--- src/rtl/serial_and16.sv ---
// serial_and16 - bit-serial 2-input logic unit.
//
// Evaluates one bit per clock, LSB first, through a single shared 1-bit
// logic cell. One accepted start produces a full WIDTH-bit result WIDTH
// clocks later. The result is published on 'out' together with a
// one-cycle 'done' pulse. 'out' holds that value until the next completion.
//
// Functions (op):
//   00 AND
//   01 OR
//   10 NAND
//   11 NOT a (b ignored)
//
// Ports:
//   clk    in   rising-edge clock
//   reset  in   asynchronous active-high reset
//   start  in   operation request, sampled in IDLE and DONE
//   a, b   in   operands, WIDTH bits, captured on an accepted start
//   op     in   2-bit function select, captured on an accepted start
//   busy   out  high while bits are being evaluated (WIDTH cycles)
//   done   out  one-cycle pulse when 'out' has just been updated
//   out    out  WIDTH-bit result register
//   zr     out  (only with SERIAL_AND16_ZERO_FLAG_EN) 1 iff 'out' is all zeros
//
// Optional feature: define SERIAL_AND16_ZERO_FLAG_EN to add the 'zr' port
// and its sticky accumulator.

module serial_and16 #(
  parameter int WIDTH = 16,
  parameter int CNT_W = 4
) (
  input  logic             clk,
  input  logic             reset,
  input  logic             start,
  input  logic [WIDTH-1:0] a,
  input  logic [WIDTH-1:0] b,
  input  logic [1:0]       op,
  output logic             busy,
  output logic             done,
  output logic [WIDTH-1:0] out
`ifdef SERIAL_AND16_ZERO_FLAG_EN
  ,
  output logic             zr
`endif
);

  typedef enum logic [1:0] {
    IDLE = 2'd0,
    BUSY = 2'd1,
    DONE = 2'd2
  } state_t;

  // Count value seen on the edge that evaluates the final bit.
  localparam logic [CNT_W-1:0] LAST = CNT_W'(WIDTH - 1);

  state_t           state;
  logic [WIDTH-1:0] sa;
  logic [WIDTH-1:0] sb;
  logic [WIDTH-1:0] sr;
  logic [1:0]       sop;
  logic [CNT_W-1:0] cnt;
  logic             r;
  logic [WIDTH-1:0] sr_next;

`ifdef SERIAL_AND16_ZERO_FLAG_EN
  logic             acc;
`endif

  // The single shared logic cell. It only ever sees the current LSBs.
  always_comb begin
    r = 1'b0;
    case (sop)
      2'b00:   r = sa[0] & sb[0];
      2'b01:   r = sa[0] | sb[0];
      2'b10:   r = ~(sa[0] & sb[0]);
      default: r = ~sa[0];
    endcase
  end

  // New bits enter at the MSB. After WIDTH shifts the first bit
  // evaluated (bit 0) has reached position 0.
  assign sr_next = {r, sr[WIDTH-1:1]};

  // Control, operand shifters and the output registers share one block,
  // so that busy/done/out are all registered and change together with the state.
  always_ff @(posedge clk or posedge reset) begin
    if (reset) begin
      state <= IDLE;
      busy  <= 1'b0;
      done  <= 1'b0;
      out   <= '0;
      cnt   <= '0;
      sa    <= '0;
      sb    <= '0;
      sr    <= '0;
      sop   <= 2'b00;
`ifdef SERIAL_AND16_ZERO_FLAG_EN
      acc   <= 1'b0;
      zr    <= 1'b0;
`endif
    end else begin
      case (state)
        // DONE accepts a new request just like IDLE. This gives
        // back-to-back operations every WIDTH+1 cycles.
        IDLE, DONE: begin
          done <= 1'b0;
          if (start) begin
            sa    <= a;
            sb    <= b;
            sop   <= op;
            sr    <= '0;
            cnt   <= '0;
            busy  <= 1'b1;
            state <= BUSY;
`ifdef SERIAL_AND16_ZERO_FLAG_EN
            acc   <= 1'b0;
`endif
          end else begin
            busy  <= 1'b0;
            state <= IDLE;
          end
        end

        BUSY: begin
          sr <= sr_next;
          sa <= sa >> 1;
          sb <= sb >> 1;
`ifdef SERIAL_AND16_ZERO_FLAG_EN
          acc <= acc | r;
`endif
          if (cnt == LAST) begin
            // The last bit is folded in directly, so 'out' never shows
            // a partially shifted word.
            out   <= sr_next;
            cnt   <= '0;
            busy  <= 1'b0;
            done  <= 1'b1;
            state <= DONE;
`ifdef SERIAL_AND16_ZERO_FLAG_EN
            zr    <= ~(acc | r);
`endif
          end else begin
            cnt <= cnt + 1'b1;
          end
        end

        default: begin
          busy  <= 1'b0;
          done  <= 1'b0;
          state <= IDLE;
        end
      endcase
    end
  end

endmodule

--- config.mk ---
export PLATFORM = sky130hd
export DESIGN_NAME = serial_and16
export DESIGN_NICKNAME = d
export VERILOG_FILES = /design/src/rtl/serial_and16.sv
export SDC_FILE = /design/constraint.sdc
export NUM_CORES = 1
export LEC_CHECK = 0
export CAP_MARGIN = 20
export CORE_UTILIZATION = 47
export DETAILED_ROUTE_END_ITERATION = 12
export PLACE_DENSITY = 0.76
export SLEW_MARGIN = 20
export SYNTH_ARGS = -nofsm -noshare
export SYNTH_HDL_FRONTEND = slang
export SYNTH_SLANG_ARGS = --single-unit
--- constraint.sdc ---
create_clock -name clk -period 2.2 [get_ports clk]
set_input_delay 0.44 -clock clk [delete_from_list [all_inputs] [get_ports clk]]
set_output_delay 0.44 -clock clk [all_outputs]
set_load 0.01 [all_outputs]
# Yosys cells after proc, flatten, opt, wreduce, memory -nomap -nowiden
# Index checks and enable logic that the tools add are counted.
# op_classes
bitwise_logic	4
reduce_logical	7
mux	18
n_addsub	1
eq_ne	7
# ops
cell	count
$pmux W16 S2	3
$mux W16	3
$mux W4	2
$pmux W4 S2	1
$reduce_and A2 Y1	3
$mux W1	5
$add A4 B1 Y4 const B	1
$eq A2 B1 Y1 const B	2
$eq A2 B2 Y1 const B	2
$eq A4 B4 Y1 const B	1
$logic_not A2 Y1	2
$ne A2 B2 Y1 const B	2
$pmux W2 S2	1
$pmux W1 S3	1
$mux W2	1
$not A1 Y1	2
$pmux W1 S2	1
$reduce_bool A2 Y1	1
$reduce_or A2 Y1	1
$and A1 B1 Y1	1
$or A1 B1 Y1	1
# word_totals
wordCells	46
regBits	74
in_bits	37

# Logic depth before layout (Yosys ltp)
# Gate-level depths: netlist of run 1.
# logic_depth
word_depth	4
mapped_depth	6
depth_no_buf	5

# Worst setup path before layout of run 1
# Ideal clock, no wire load.
# synth_path
path_type	flip-flop to flip-flop
start	reg cnt[0]
end	reg out[10]
n_path_buf	1
stages_incl_launch_ff	6
setup_time_ns	0.125
required_ns	2.075
arrival_ns	1.342
path_slack_ns	0.733
cell_sequence	dfrtp_1 > ha_1 > nand3_4 > nor2_8 > buf_12 > mux2_4
# synth_via
elab_chain_cells	2
# synth_lines
element	line	source
from (decl)	61	logic [CNT_W-1:0] cnt;
from (signal assigned)	143	cnt <= cnt + 1'b1;
$eq A4 B4 Y1	131	if (cnt == LAST) begin
$reduce_and A2 Y1 (no source line)	--	
to (signal assigned)	134	out <= sr_next;
to (decl)	40	output logic [WIDTH-1:0] out
# Every way passes these cells.
# A chain may end at the register's enable or synchronous reset.

==> impl_metrics.toml, run 1 <==
[yosys]
ys_seq_area_share_pct = 59.8
synthAdderAreaFrac_pct = 0.415
synth_top_family_by_area = "simple AND/OR/NAND/NOR gates"
synthDistinctLibCells = 25
synth_compound_area_share_pct = 13.5
muxShareOfSynthArea_pct = 6.48
syn_area_per_cell_um2 = 10.6
synth.net_count = 321
syn_area_um2 = 3010
synth_cells = 283
synth-simple-area-share_pct = 15.9
yosysWarnings = 0
synth_seq_cells = 72
synth_xor_area_share_pct = 0

[timing]
finalHoldViolCount = 0
fin_tns_setup_ns = 0
period_minus_slack_ns = 1.73
max_freq_mhz = 580
drv_slew = 0
min_period_over_period_pct = 78.4
rsz0062_at_grt = "false"
finClkSkew_ns = 0.00788
slew_headroom_pct = 63.1
final-setup-viol-count = 0
worst_slew_pin_slew_ns = 0.554

[worst_hold_path]
hp-start = "sr[1]$_DFFE_PP0P_"
min_path_cells = 1
min_to = "sr[1]$_DFFE_PP0P_"
worstHoldPathType = "reg -> reg"

[critical_path]
endpoint_kind = "primary output"
path_class = "reg -> out"
r2r_slack_ns = 0.55
crit_path_cell_trace = "clkdlybuf4s50_1"
rr_endpoint = "out[0]$_DFFE_PP0P_"
critical_path_required_ns = 1.76
startpoint_type = "register"
r2r_start = "cnt[0]$_DFFE_PP0P_"
cp_top_family = "buffers and inverters"
cp_num_buf_inv = 1
rr_worst_depth = 4
path_max_fanout = 3
critical-path-max-stage-delay_ns = 0.56
arrival_ns = 1.29
critPathSlowestCell = "clkdlybuf4s50_1"

[cts]
hold_buffers = 0
clk_latency_ns = 0.34
cts.htree.levels = 3
cts_tree = "done"
cts_resized = 0
post_cts_buffers = 0
numCtsBuffers = 9
clock_tree.root_cell = "clkbuf_8"
clkSinkCount = 72
cts.clk_slew.worst_paths_ns = 0.08
clk_path_buf_depth = 2

[route]
drc = 0
top_layer_used = "met4"
routed_wl_um = 5610
wl_met2_um = 2680
dr_total_vias = 2208
avgRoutedWirePerCell_um = 13.5
wl_met1_um = 2650
drt-initial-drc-count = 136
drt-vias-per-instance = 5.32
dr_wl_met3_um = 266
first_pass_iters = 4
ant_nets = 0

[place]
hpwlAfterDp_um = 3590
routabilityCongestion = 0.737
port_buffers = 54

[power_and_ir_drop]
p_leak_nw = 1.70
p_sw_mw = 1.83
internal-power_mw = 3.51
p_comb_share_pct = 35.9
seqPwrFrac_pct = 42.7
ir_drop_uv = 682
clkPwrFrac_pct = 21.5
switching_share_pct = 34.2
power_density_nw_per_um2 = 1390

[layout]
syn_to_final_growth_pct = 27.1
layout.nets = 373
n_antenna_cell = 0
drive_above_1_share_pct = 12.6
utilization_pct = 63.2
fill_cells = 483

[run]
max_cap_viol_count = 0

[floorplanning]
core_um2 = 6060
fp.dieH_um = 82.1
die_x_um = 82.1
dieArea_um2 = 6730
initial_utilization_pct = 49.7
io_pins = 55
num_rows = 28

[global_routing]
grt_use_total_pct = 19.6
grt_pass1_vias = 2098
antenna_found_initial = 0
grt_pass1_wl_um = 9660
grt-ovfl-total = 0
grt_max_degree = 73

[status]
status = "completed"
-- per-layer routing --
metal  GRT usage (%)  vias to the layer above
li1                -                     1073
met1            25.2                     1080
met2            30.7                       53
met3            7.33                        2
met4            6.32                        0
met5               0                        -
-- placed cells by master, fill, tap and decap left out, types with 2 or more instances in the layout --
cell type | synthesis | layout
dfrtp_1 | 72 | 72
nand2_1 | 71 | 71
clkdlybuf4s50_1 | 0 | 54
nor2_1 | 33 | 33
a31oi_1 | 29 | 29
a22o_1 | 17 | 17
clkbuf_8 | 0 | 10
o21ai_0 | 8 | 8
mux2_2 | 8 | 8
mux2_4 | 7 | 7
buf_4 | 1 | 6
clkinvlp_4 | 0 | 3
a21oi_1 | 2 | 2
nand3_1 | 2 | 2
bufinv_16 | 0 | 2
-- cell usage after synthesis, drive strengths merged --
library cell,n,share of area (%)
nor2,34,4.8
a222oi,1,0.33
and3,1,0.25
a21o,1,0.25
ha,1,0.42
a21oi,2,0.33
nand2b,2,0.42
nand3,3,0.91
o21ai,8,1.3
clkbuf,4,0.50
nor2b,2,0.42
and2b,1,0.25
a22o,17,4.9
buf,16,3.2
a211oi,1,0.25
a31oi,29,6.0
inv,2,0.25
dfrtp,72,60
mux2,15,6.5
nand2,71,8.8
-- cells by family (layout without fill, tap and decap cells) --
| group | after synthesis | count (layout) |
|---|---|---|
| AOI/OAI and AO/OA | 59 | 59 |
| adders and majority gates | 1 | 1 |
| buffers and inverters | 22 | 79 |
| muxes | 15 | 15 |
| DFF | 72 | 72 |
| and+or+nand+nor | 114 | 114 |
-- power by group through the flow --
stage          registers [mW]  logic (mW)  clock network [mW]
4_1_cts                  2.28        1.93                1.17
5_1_grt                  2.35        2.16                1.23
3_5_place_dp             2.29        1.93                   0
6_report                 2.28        1.91                1.15
2_1_floorplan            2.24        1.37                   0
3_3_place_gp             2.27        1.85                   0
-- worst max path at each step --
stage               slack (ns)  cells past startpoint             endpoint                  from
floorplan                 0.73                      5  out[10]$_DFFE_PP0P_    cnt[0]$_DFFE_PP0P_
global placement          0.35                      6   cnt[3]$_DFFE_PP0P_                 start
detailed placement        0.27                      6   cnt[3]$_DFFE_PP0P_                 start
CTS                       0.44                      1                 done  state[1]$_DFFE_PP0P_
global route              0.42                      1                 done  state[1]$_DFFE_PP0P_
finish                    0.47                      1                 done  state[1]$_DFFE_PP0P_
-- final cells by class --
cell class / count / area [um^2] / share of cell area (%)
well taps: 75 / 93.8 / 2.45
clock inverters: 5 / 80.1 / 2.09
repair buffers: 61 / 606 / 15.8
inverters: 2 / 11.3 / 0.294
flip-flops and latches: 72 / 1800 / 47.0
multi-input cells: 189 / 1100 / 28.6
clock buffers: 11 / 141 / 3.69
-- registers in the layout, indices dropped and copies added (netlist names) --
register  flops
sa           16
busy          1
sr           15
sop           2
out          16
sb           16
cnt           4
state         2
-- metrics by stage --
stage | hold WS [ns] | cell area, um^2 | std cells | power [mW] | worst slack (ns)
after CTS | 0.510 | 3830 | 415 | 5.38 | 0.444
after floorplan | 0.450 | 3020 | 283 | 3.61 | 0.733
after detailed placement | 0.475 | 3610 | 399 | 4.22 | 0.272
after global placement | 0.465 | 3610 | 399 | 4.12 | 0.350
final | 0.502 | 3830 | 415 | 5.33 | 0.475
after global routing | 0.526 | 3830 | 415 | 5.75 | 0.417
Power figures use the tool's default switching activity.
==> run 2, diff against run 1 <==
Clock period 2.2 ns to 1.5 ns, I/O delays scaled along.
==> run 2 against run 1 <==
  * First-iteration DRC count rose by 1.5%
  * Setup slack got worse by 0.41 ns
  * Global-route usage rose by 0.40 points
  * Critical path type unchanged
==> impl_metrics.toml, run 2 (same netlist as run 1, synthesis figures left out) <==
[cts]
clk_latency_ns = 0.34
clk_path_buf_depth = 2
cts.clk_slew.worst_paths_ns = 0.07
clkSinkCount = 72
hold_buffers = 0
numCtsBuffers = 9
cts.htree.levels = 3
cts_tree = "done"
clock_tree.root_cell = "clkbuf_8"

[place]
routabilityCongestion = 0.776
hpwlAfterDp_um = 3740
place_inst = 404
port_buffers = 54
place_area_um2 = 3710

[layout]
final_cell_mix = "dfrtp_1 (72), nand2_1 (71), clkdlybuf4s50_1 (36), nor2_1 (33), a31oi_1 (29)"
final_cells = 420
final_common_cell = "dfrtp_1"
n_antenna_cell = 0
drive_above_1_share_pct = 14.2
design_area_um2 = 3940
utilization_pct = 65.0
reg_top3 = "out: 16 flops, sa: 16 flops, sb: 16 flops"
layout.nets = 379
syn_to_final_growth_pct = 30.7

[critical_path]
path_max_fanout = 2
endpoint_kind = "primary output"
rr_worst_depth = 5
arrival_ns = 1.14
critical_path_required_ns = 1.20
rr_endpoint = "out[14]$_DFFE_PP0P_"
r2r_start = "cnt[0]$_DFFE_PP0P_"
path_class = "reg -> out"
r2r_slack_ns = 0.07
startpoint_type = "register"

[floorplanning]
fp.dieH_um = 82.1
core_um2 = 6060
initial_utilization_pct = 49.7
die_x_um = 82.1
dieArea_um2 = 6730
num_rows = 28
io_pins = 55

[timing]
period_minus_slack_ns = 1.44
slew_headroom_pct = 72.2
max_freq_mhz = 696
finalHoldViolCount = 0
finClkSkew_ns = 0.00324
worst_slew_pin_slew_ns = 0.417
final-setup-viol-count = 0
drv_slew = 0
worst_hold_slack_ns = 0.187
min_period_over_period_pct = 95.8
rsz0062_at_grt = "false"

[status]
status = "completed"

[power_and_ir_drop]
ir_drop_uv = 1390
p_leak_nw = 1.82
power_density_nw_per_um2 = 2020
total_power_mw = 7.96

[route]
ant_nets = 0
dr_total_vias = 2212
first_pass_iters = 4
routed_wl_um = 5810
drt-vias-per-instance = 5.27
drt-initial-drc-count = 138
avgRoutedWirePerCell_um = 13.8
drc = 0

[global_routing]
grt_pass1_wl_um = 9970
grt_max_degree = 63
grt_use_total_pct = 20.0
grt_pass1_vias = 2231
antenna_found_initial = 0
grt-ovfl-total = 0

[worst_hold_path]
worstHoldPathType = "in -> async"

[run]
max_cap_viol_count = 0
## run 2: cell types whose count changed in the layout (fill, tap and decap cells not counted)
cell,delta
ha_1,-1
clkdlybuf4s50_1,-18
buf_12,+6
dlygate4sd2_1,+18
clkbuf_8,+1
ha_4,+1
clkinvlp_4,-2
## run 2: timing repair
item / CTS / global route
pin swaps: 1 / 0
setup buffers: 1 / 0
gates resized for setup: 18 / 2
endpoints found under the hold margin: 0 / 0
endpoints found under the setup margin: 33 / 12
## run 2: metal layers
layer | share of wire (%) | track usage, %
met1 | 46 | 24.8
met3 | 4.2 | 6.44
met5 | 0 | 0
met2 | 49 | 32.7
met4 | 0.89 | 7.19
## run 2: cell type report
type,count,area (um^2)
Multi-Input combinational cell,189,1110
Fill cell,496,2120
Inverter,2,11.3
Tap cell,75,93.8
Timing Repair Buffer,67,703
Clock buffer,12,155
Sequential cell,72,1800
Clock inverter,3,65.1
## run 2: worst max-delay path by stage
stage | start | end | slack, ns
floorplan | cnt[0]$_DFFE_PP0P_ | out[10]$_DFFE_PP0P_ | 0.03
global placement | start | cnt[3]$_DFFE_PP0P_ | -0.12
detailed placement | start | cnt[2]$_DFFE_PP0P_ | -0.18
CTS | cnt[1]$_DFFE_PP0P_ | out[14]$_DFFE_PP0P_ | 0.03
global route | state[1]$_DFFE_PP0P_ | cnt[2]$_DFFE_PP0P_ | 0.007
finish | state[1]$_DFFE_PP0P_ | done | 0.06
## run 2: power by group
group | leakage (nW) | internal, mW | switching, mW
Combinational | 0.826 | 1.44 | 1.49
Clock | 0.112 | 1.02 | 0.677
Sequential | 0.877 | 2.79 | 0.538
Total | 1.82 | 5.25 | 2.71
## run 2: through the flow
stage | TNS, ns | setup slack, ns
final | 0 | 0.0632
after global routing | 0 | 0.00732
after CTS | 0 | 0.0282
after detailed placement | -2.89 | -0.176
after global placement | -1.45 | -0.116
after floorplan | 0 | 0.0332
## run 2: critical path, cell delays in order (launching register included)
cell,delay (ns)
dfrtp_1,0.37
buf_4,0.14
dlygate4sd2_1,0.28
==> run 3, diff against run 2 <==
Settings changed: GPL_ROUTABILITY_DRIVEN from default to 0, SETUP_SLACK_MARGIN from default to 0.3.
==> run 3 against run 2 <==
  * Total power grew 29%
  * Flip-flop and latch count is the same
  * Critical path depth grew 4
  * Critical path type is now reg -> reg
  * Setup slack lost 0.014 ns
  * Sequential power grew 3%
  * Clock skew grew 0.0063 ns
==> impl_metrics.toml, run 3 (same netlist as run 1, synthesis figures left out) <==
[layout]
utilization_pct = 77.3
final_common_cell = "dfrtp_1"
multi_input_area_um2 = 1240
regArea_um2 = 1800
syn_to_final_growth_pct = 55.6
final_cell_mix = "dfrtp_1 (71), nand2_1 (50), clkdlybuf4s50_1 (36), nor2_1 (31), a31oi_1 (29)"
reg_top3 = "out: 16 flops, sa: 16 flops, sb: 16 flops"
design_area_um2 = 4690
fill_cells = 355
drive_above_1_share_pct = 36.6
layout.nets = 426
final_cells = 466
n_antenna_cell = 0

[timing]
fin_tns_setup_ns = 0
worst_slew_pin_slew_ns = 0.374
min_period_over_period_pct = 96.7
drv_slew = 0
finalHoldViolCount = 0
worst_hold_slack_ns = 0.387
rsz0062_at_grt = "true"
period_minus_slack_ns = 1.45
max_freq_mhz = 689
fin_ws_ns = 0.0495
final-setup-viol-count = 0
finClkSkew_ns = 0.00950
slew_headroom_pct = 75.1

[floorplanning]
fp.dieH_um = 82.1
io_pins = 55
dieArea_um2 = 6730
num_rows = 28
die_x_um = 82.1
initial_utilization_pct = 49.7
core_um2 = 6060

[worst_hold_path]
worstHoldPathType = "in -> async"

[place]
post-place-ws_ns = -0.169
place_inst = 402
place_area_um2 = 3690
port_buffers = 54
hpwlAfterDp_um = 3650

[critical_path]
r2r_slack_ns = 0.05
arrival_ns = 1.69
startpoint_type = "register"
endpoint_kind = "register"
critical_path_required_ns = 1.74
path_max_fanout = 4
path_class = "reg -> reg"

[route]
drt-vias-per-instance = 5.64
drc = 0
ant_nets = 0
first_pass_iters = 5
routed_wl_um = 8710
dr_total_vias = 2628
drt-initial-drc-count = 228
avgRoutedWirePerCell_um = 18.7

[cts]
clock_tree.root_cell = "clkbuf_8"
clk_path_buf_depth = 2
clkSinkCount = 72
cts.htree.levels = 3
cts.clk_slew.worst_paths_ns = 0.08
cts_tree = "done"
numCtsBuffers = 9
clk_latency_ns = 0.35

[power_and_ir_drop]
total_power_mw = 10.3
p_leak_nw = 2.21
clkPwrFrac_pct = 16.3
internal-power_mw = 6.65
ir_drop_uv = 1070
power_density_nw_per_um2 = 2190
p_comb_share_pct = 50.5
p_sw_mw = 3.64
seqPwrFrac_pct = 33.2
switching_share_pct = 35.4

[global_routing]
grt_use_total_pct = 25.1
grt_pass1_vias = 2480
grt-ovfl-total = 0
grt_max_degree = 73
grt_pass1_wl_um = 12200
antenna_found_initial = 0

[status]
status = "completed"

[run]
max_cap_viol_count = 0
run 3: cell count changes in the layout (fill, tap and decap cells not counted), sizes merged:
cell,previous run,this run
buf,13,75
clkbuf,12,13
clkinv,1,2
dlygate4sd2,18,0
run 3: what timing repair did:
action                                  CTS  global route
pin swaps                                43            31
gates cloned                              8             2
hold endpoints to repair                  0             0
gates resized for setup                 121            27
hold buffers                              0             0
setup buffers                            26            14
endpoints found under the setup margin   77            86
run 3: path summary, 6_finish.rpt:
check,from,endpoint,cells after the start
max in group asynchronous,reset,state[0]$_DFFE_PP0P_,3
min reg2reg,out[12]$_DFFE_PP0P_,out[12]$_DFFE_PP0P_,1
max reg2reg,state[0]$_DFFE_PP0P_,cnt[1]$_DFFE_PP0P_,6
min in group clk,out[12]$_DFFE_PP0P_,out[12]$_DFFE_PP0P_,1
max,state[0]$_DFFE_PP0P_,cnt[1]$_DFFE_PP0P_,6
min,reset,sa[11]$_DFFE_PP0P_,3
run 3: layout make-up:
class | count | area share, %
tap | 75 | 2.00
clock inverter | 4 | 1.49
multi-input combinational | 189 | 26.6
inverter | 2 | 0.240
clock buffer | 10 | 2.94
sequential | 72 | 38.5
timing repair buffer | 114 | 28.3
run 3: worst max-delay path, cell delays in order (launching register included):
cell     delay, ns
dfrtp_2       0.42
buf_6         0.13
nor2b_4       0.21
nor2_4        0.11
buf_6         0.14
buf_16        0.12
a22o_1        0.20
run 3: power groups by stage:
stage	clock [mW]	sequential, mW	combinational, mW
after detailed placement	0	3.37	3.00
after CTS	1.68	3.34	4.22
after floorplan	0	3.30	2.05
final	1.68	3.42	5.19
after global placement	0	3.34	2.88
after global routing	1.78	3.48	5.55
run 3: per-layer routing:
metal | vias to the layer above | global-route usage (%) | routed length (um) | part of all wire [%]
met1 | 1313 | 30.4 | 3390 | 39
met2 | 115 | 42.6 | 4640 | 53
met5 | - | 0 | 0 | 0
li1 | 1185 | - | - | -
met4 | 0 | 8.42 | 164 | 1.9
met3 | 15 | 7.56 | 505 | 5.8
